==> src/rtl/id_ex_stage_reg.sv <==
// ID/EX pipeline register: load-use bubble insertion, flush and hold handling, and WB-to-ID operand bypass.
// Define ID_EX_BUBBLE_COUNT_EN to add the saturating BubbleCount output.
module id_ex_stage_reg #(
  parameter int DATA_W = 32,
  parameter int REG_W  = 5
) (
  input  logic              clk,
  input  logic              rst,
  input  logic              ID_valid,
  input  logic [REG_W-1:0]  ID_Rs,
  input  logic [REG_W-1:0]  ID_Rt,
  input  logic [REG_W-1:0]  ID_Rd,
  input  logic [DATA_W-1:0] ID_ReadData1,
  input  logic [DATA_W-1:0] ID_ReadData2,
  input  logic [DATA_W-1:0] ID_Imm,
  input  logic              ID_RegWrite,
  input  logic              ID_MemRead,
  input  logic              ID_MemWrite,
  input  logic              ID_MemtoReg,
  input  logic              ID_ALUSrc,
  input  logic              ID_RegDst,
  input  logic [1:0]        ID_ALUOp,
  input  logic              ID_UsesRt,
  input  logic              Flush,
  input  logic              EX_Hold,
  input  logic              WB_RegWrite,
  input  logic [REG_W-1:0]  WB_Rd,
  input  logic [DATA_W-1:0] WB_Data,
  output logic [REG_W-1:0]  ID_EX_Rs,
  output logic [REG_W-1:0]  ID_EX_Rt,
  output logic [REG_W-1:0]  ID_EX_Rd,
  output logic [DATA_W-1:0] ID_EX_ReadData1,
  output logic [DATA_W-1:0] ID_EX_ReadData2,
  output logic [DATA_W-1:0] ID_EX_Imm,
  output logic              ID_EX_RegWrite,
  output logic              ID_EX_MemRead,
  output logic              ID_EX_MemWrite,
  output logic              ID_EX_MemtoReg,
  output logic              ID_EX_ALUSrc,
  output logic              ID_EX_RegDst,
  output logic [1:0]        ID_EX_ALUOp,
  output logic              ID_EX_valid,
`ifdef ID_EX_BUBBLE_COUNT_EN
  output logic [31:0]       BubbleCount,
`endif
  output logic              Stall
);

  logic [REG_W-1:0]  r_rs, r_rt, r_rd;
  logic [DATA_W-1:0] r_readData1, r_readData2, r_imm;
  logic              r_regWrite, r_memRead, r_memWrite, r_memtoReg, r_aluSrc, r_regDst;
  logic [1:0]        r_aluOp;
  logic              r_valid;

  logic              w_loadUse;
  logic              w_bubble;
  logic              w_bypass1;
  logic              w_bypass2;

  // A held load stays in r_* and therefore keeps asserting the load-use check.
  assign w_loadUse = r_valid && r_memRead && ID_valid && (r_rt != '0) &&
                     ((r_rt == ID_Rs) || (ID_UsesRt && (r_rt == ID_Rt)));
  assign Stall     = w_loadUse | EX_Hold;
  assign w_bubble  = !EX_Hold && (Flush || w_loadUse);

  assign w_bypass1 = WB_RegWrite && (WB_Rd != '0) && (WB_Rd == ID_Rs);
  assign w_bypass2 = WB_RegWrite && (WB_Rd != '0) && (WB_Rd == ID_Rt);

  always_ff @(posedge clk) begin
    if (rst || w_bubble) begin
      r_rs        <= '0;
      r_rt        <= '0;
      r_rd        <= '0;
      r_readData1 <= '0;
      r_readData2 <= '0;
      r_imm       <= '0;
      r_regWrite  <= 1'b0;
      r_memRead   <= 1'b0;
      r_memWrite  <= 1'b0;
      r_memtoReg  <= 1'b0;
      r_aluSrc    <= 1'b0;
      r_regDst    <= 1'b0;
      r_aluOp     <= 2'b00;
      r_valid     <= 1'b0;
    end else if (!EX_Hold) begin
      r_rs        <= ID_Rs;
      r_rt        <= ID_Rt;
      r_rd        <= ID_Rd;
      r_readData1 <= w_bypass1 ? WB_Data : ID_ReadData1;
      r_readData2 <= w_bypass2 ? WB_Data : ID_ReadData2;
      r_imm       <= ID_Imm;
      r_regWrite  <= ID_RegWrite;
      r_memRead   <= ID_MemRead;
      r_memWrite  <= ID_MemWrite;
      r_memtoReg  <= ID_MemtoReg;
      r_aluSrc    <= ID_ALUSrc;
      r_regDst    <= ID_RegDst;
      r_aluOp     <= ID_ALUOp;
      r_valid     <= ID_valid;
    end
  end

`ifdef ID_EX_BUBBLE_COUNT_EN
  logic [31:0] r_bubbleCount;

  always_ff @(posedge clk) begin
    if (rst) begin
      r_bubbleCount <= '0;
    end else if (w_bubble && (r_bubbleCount != 32'hFFFF_FFFF)) begin
      r_bubbleCount <= r_bubbleCount + 32'd1;
    end
  end

  assign BubbleCount = r_bubbleCount;
`endif

  assign ID_EX_Rs        = r_rs;
  assign ID_EX_Rt        = r_rt;
  assign ID_EX_Rd        = r_rd;
  assign ID_EX_ReadData1 = r_readData1;
  assign ID_EX_ReadData2 = r_readData2;
  assign ID_EX_Imm       = r_imm;
  assign ID_EX_RegWrite  = r_regWrite;
  assign ID_EX_MemRead   = r_memRead;
  assign ID_EX_MemWrite  = r_memWrite;
  assign ID_EX_MemtoReg  = r_memtoReg;
  assign ID_EX_ALUSrc    = r_aluSrc;
  assign ID_EX_RegDst    = r_regDst;
  assign ID_EX_ALUOp     = r_aluOp;
  assign ID_EX_valid     = r_valid;

endmodule

==> config.mk <==
export PLATFORM = sky130hd
export DESIGN_NAME = id_ex_stage_reg
export DESIGN_NICKNAME = d
export VERILOG_FILES = /design/src/rtl/id_ex_stage_reg.sv
export SDC_FILE = /design/constraint.sdc
export NUM_CORES = 1
export LEC_CHECK = 0
export BUFFER_PORTS_ARGS = -buffer_cell sky130_fd_sc_hd__buf_2
export CAP_MARGIN = 10
export CELL_PAD_IN_SITES_DETAIL_PLACEMENT = 1
export CELL_PAD_IN_SITES_GLOBAL_PLACEMENT = 1
export CORE_MARGIN = 10
export CORE_UTILIZATION = 35
export CTS_CLUSTER_SIZE = 40
export DETAILED_ROUTE_END_ITERATION = 12
export GPL_TIMING_DRIVEN = 1
export PLACE_DENSITY_LB_ADDON = 0.3
export RECOVER_POWER = 25
export SLEW_MARGIN = 10
export SYNTH_ARGS = -nofsm -noshare
export SYNTH_HDL_FRONTEND = slang
export SYNTH_SLANG_ARGS = --single-unit
==> constraint.sdc <==
create_clock -name clk -period 3.62 [get_ports clk]
set_input_delay 0.181 -clock clk [delete_from_list [all_inputs] [get_ports clk]]
set_output_delay 0.181 -clock clk [all_outputs]
set_load 0.01 [all_outputs]
==> metrics.yaml <==
antenna_found_initial: 1
clock_skew_ns: 0.00846
htree_levels: 4
fin_crit_sh_pct: 72.1
ys_ff_latch: 120
grt-ovfl-total: 0
drc: 0
synthXorXnorAreaFrac_pct: 3.18
synth_fp_nets: 743
ys_warn_count: 0
ys_top_cells_by_area: "dfxtp_1, mux2i_1, o32ai_1, nand2_1, o211ai_1"
status: "completed"
numCtsBuffers: 17
nets: 992
num_vias: 5589
finalSetupTns_ns: 0
ir_drop_mv: 0.288
synth_top_family_by_area: "compound AO/OA/AOI/OAI gates"
whs_ns: 0.0477
finalSetupViolations: 0
ff_latch_area_mm2: 0.00240
path_class: "flop to primary output"
ys_seq_area_share_pct: 43.7
multiInputGateArea_mm2: 0.00279
drtAntennaViolNets: 0
area_delta_synth_final_pct: 36.5
die_x_um: 145
grt_pass1_wl_um: 35300
clockBufferDepth: 2
final_hold_viol_count: 0
start_util_pct: 35.9
slew_viol_final: 0
synthSimpleGateAreaFrac_pct: 10.1
dp_hpwl_um: 16600
synthAdderAreaFrac_pct: 0
switching_share_pct: 24.6
intPower_w: 0.00271
clockRootBuffer: "clkbuf_16"
max_freq_mhz: 383
grt_use_total_pct: 20.5
hold_buffers: 0
synth-compound-area-share_pct: 25.4
r2r_start: "ID_EX_Rt[3]"
postCtsSetupBuffers: 0
vias_per_cell: 5.31
pwr-share-clk_pct: 48.3
arrival_ns: 2.43
placedCellCount: 1021
min-delay-start: "ID_Rd[4]"
p_seq_share_pct: 39.4
final_cells: 1052
syn_inst: 580
rsz0062_at_grt: "false"
combPwrFrac_pct: 12.3
clk_latency_ns: 0.41
n_fill_cell: 1884
worstPathMaxFanout: 57
startpoint: "ID_EX_Rt[3]"
power_w: 0.00359
p_leak_nw: 2.84
cts_resized: 0
fp.dieArea_mm2: 0.0211
clock-sinks: 120
syn_area_mm2: 0.00550
min_path_type: "input port to flop"
post_drt_wl_per_cell_um: 21.6
required_ns: 3.44
fin_util_pct: 49.0
yosysTopAreaCellShare_pct: 43.7
portBuffers: 283
p_switching_w: 0.000881
tritoncts: "built"
muxShareOfSynthArea_pct: 11.6
routed_wl_um: 22700
firstDrtPassIters: 4
rows: 45
cts.reportedPaths.clkPinSlew_ns: 0.06
yosysTopAreaCell: "dfxtp_1"
ioPinCount: 284
drv_cap: 0
grt_max_degree: 88
drive_gt1_share_pct: 33.5
synth_area_per_cell_um2: 9.49
power_density_mw_per_mm2: 478
period_minus_slack_ns: 2.61
die_y_um: 145
first_iter_violations: 346
yosysUniqueCellTypes: 29
worst_pin_slew_ns: 0.963
globalplace.congestion: 0.830
max-slew-margin-rel_pct: 35.8
end_kind: "primary output"
grt_pass1_vias: 6187
core_mm2: 0.0153
cp-start-kind: "flop"
## routing by layer
| metal | vias up | part of all wire (%) | GRT usage [%] |
|---|---|---|---|
| met4 | 0 | 1.9 | 6.98 |
| met2 | 222 | 50 | 35.6 |
| met1 | 2688 | 40 | 23.2 |
| met3 | 31 | 7.4 | 6.52 |
| met5 | - | 0 | 0 |
| li1 | 2648 | - | - |
## power by group through the flow
| stage | clock network, W | registers (W) | logic [W] |
|---|---|---|---|
| detailed placement | 0 | 0.00144 | 0.000453 |
| finish | 0.00173 | 0.00141 | 0.000441 |
| global placement | 0 | 0.00144 | 0.000437 |
| CTS | 0.00177 | 0.00141 | 0.000455 |
| floorplan | 0 | 0.00146 | 0.000198 |
| global route | 0.00183 | 0.00142 | 0.000482 |
## area by class of cell
type | instances | share of cell area (%)
Clock inverter | 8 | 1.60
Timing Repair Buffer | 293 | 19.2
Sequential cell | 120 | 32.0
Inverter | 1 | 0.0500
Tap cell | 211 | 3.51
Multi-Input combinational cell | 396 | 37.1
Antenna cell | 1 | 0.0333
Clock buffer | 22 | 6.45
## synth_stat cells (all sizes together)
master and instances:
buf 23, a32oi 1, xnor2 7, nor4 3, nor3 1, nor2 2, a21o 1, o21ai 2
nand2 120, inv 1, mux2i 64, dfxtp 120, o211ai 56, or3 1, nand3 2, or4 2
xor2 13, o2111ai 1, o32ai 64, clkbuf 40, a21oi 56
## critical path, cell delays in order, from the launching register on
cell and delay (ns):
dfxtp_1 0.47, xor2_1 0.11, nor4_1 0.46, a32oi_4 0.21, buf_4 0.36, o21ai_0 0.22, buf_2 0.15
## logic make-up (layout without fill, tap and decap cells)
kind of cell | count (synthesis) | count (layout)
mux | 64 | 64
buf+inv | 64 | 324
flops | 120 | 120
xor+xnor | 20 | 20
other cells | 0 | 1
compound gates | 181 | 181
simple gates | 131 | 131
## registers in the layout (all words and copies together) (netlist names)
signal	count
ID_EX_Imm	32
ID_EX_ReadData1	32
ID_EX_ReadData2	32
ID_EX_Rd	5
ID_EX_Rs	5
ID_EX_Rt	5
ID_EX_ALUOp	2
ID_EX_ALUSrc	1
ID_EX_MemRead	1
ID_EX_MemWrite	1
ID_EX_MemtoReg	1
ID_EX_RegDst	1
ID_EX_RegWrite	1
ID_EX_valid	1
## final timing paths
| kind | endpoint | slack [ns] | cells after the start |
|---|---|---|---|
| worst max-delay path | Stall | 1.01 | 6 |
| worst min-delay path | ID_EX_Rd[4] | 0.05 | 3 |
| worst max register to register | ID_EX_ReadData2[26] | 1.15 | 6 |
| worst min register to register | ID_EX_Imm[15] | 0.46 | 2 |
## per-stage QoR
step | setup WS, ns | cell area (µm²)
3_3_place_gp | 1.29 | 6980
6_report | 1.01 | 7510
5_1_grt | 0.856 | 7510
4_1_cts | 0.976 | 7580
2_1_floorplan | 1.73 | 5500
3_5_place_dp | 1.16 | 6980
## cell usage in the layout (no fill, tap or decap)
| cell | count |
|---|---|
| a21o_4 | 1 |
| a21oi_1 | 56 |
| a32oi_4 | 1 |
| buf_12 | 2 |
| buf_2 | 222 |
| buf_4 | 9 |
| bufinv_16 | 3 |
| clkbuf_1 | 61 |
| clkbuf_16 | 17 |
| clkbuf_8 | 4 |
| clkinv_2 | 3 |
| clkinvlp_4 | 2 |
| dfxtp_1 | 120 |
| diode_2 | 1 |
| inv_1 | 1 |
| mux2i_1 | 64 |
| nand2_1 | 120 |
| nand3_1 | 2 |
| nor2_1 | 1 |
| nor2_4 | 1 |
| nor3_1 | 1 |
| nor4_1 | 1 |
| nor4_4 | 2 |
| o2111ai_4 | 1 |
| o211ai_1 | 56 |
| o21ai_0 | 1 |
| o21ai_2 | 1 |
| o32ai_1 | 54 |
| o32ai_2 | 10 |
| or3_2 | 1 |
| or4_1 | 1 |
| or4_4 | 1 |
| xnor2_1 | 7 |
| xor2_1 | 13 |
Power figures use the tool's default switching activity.
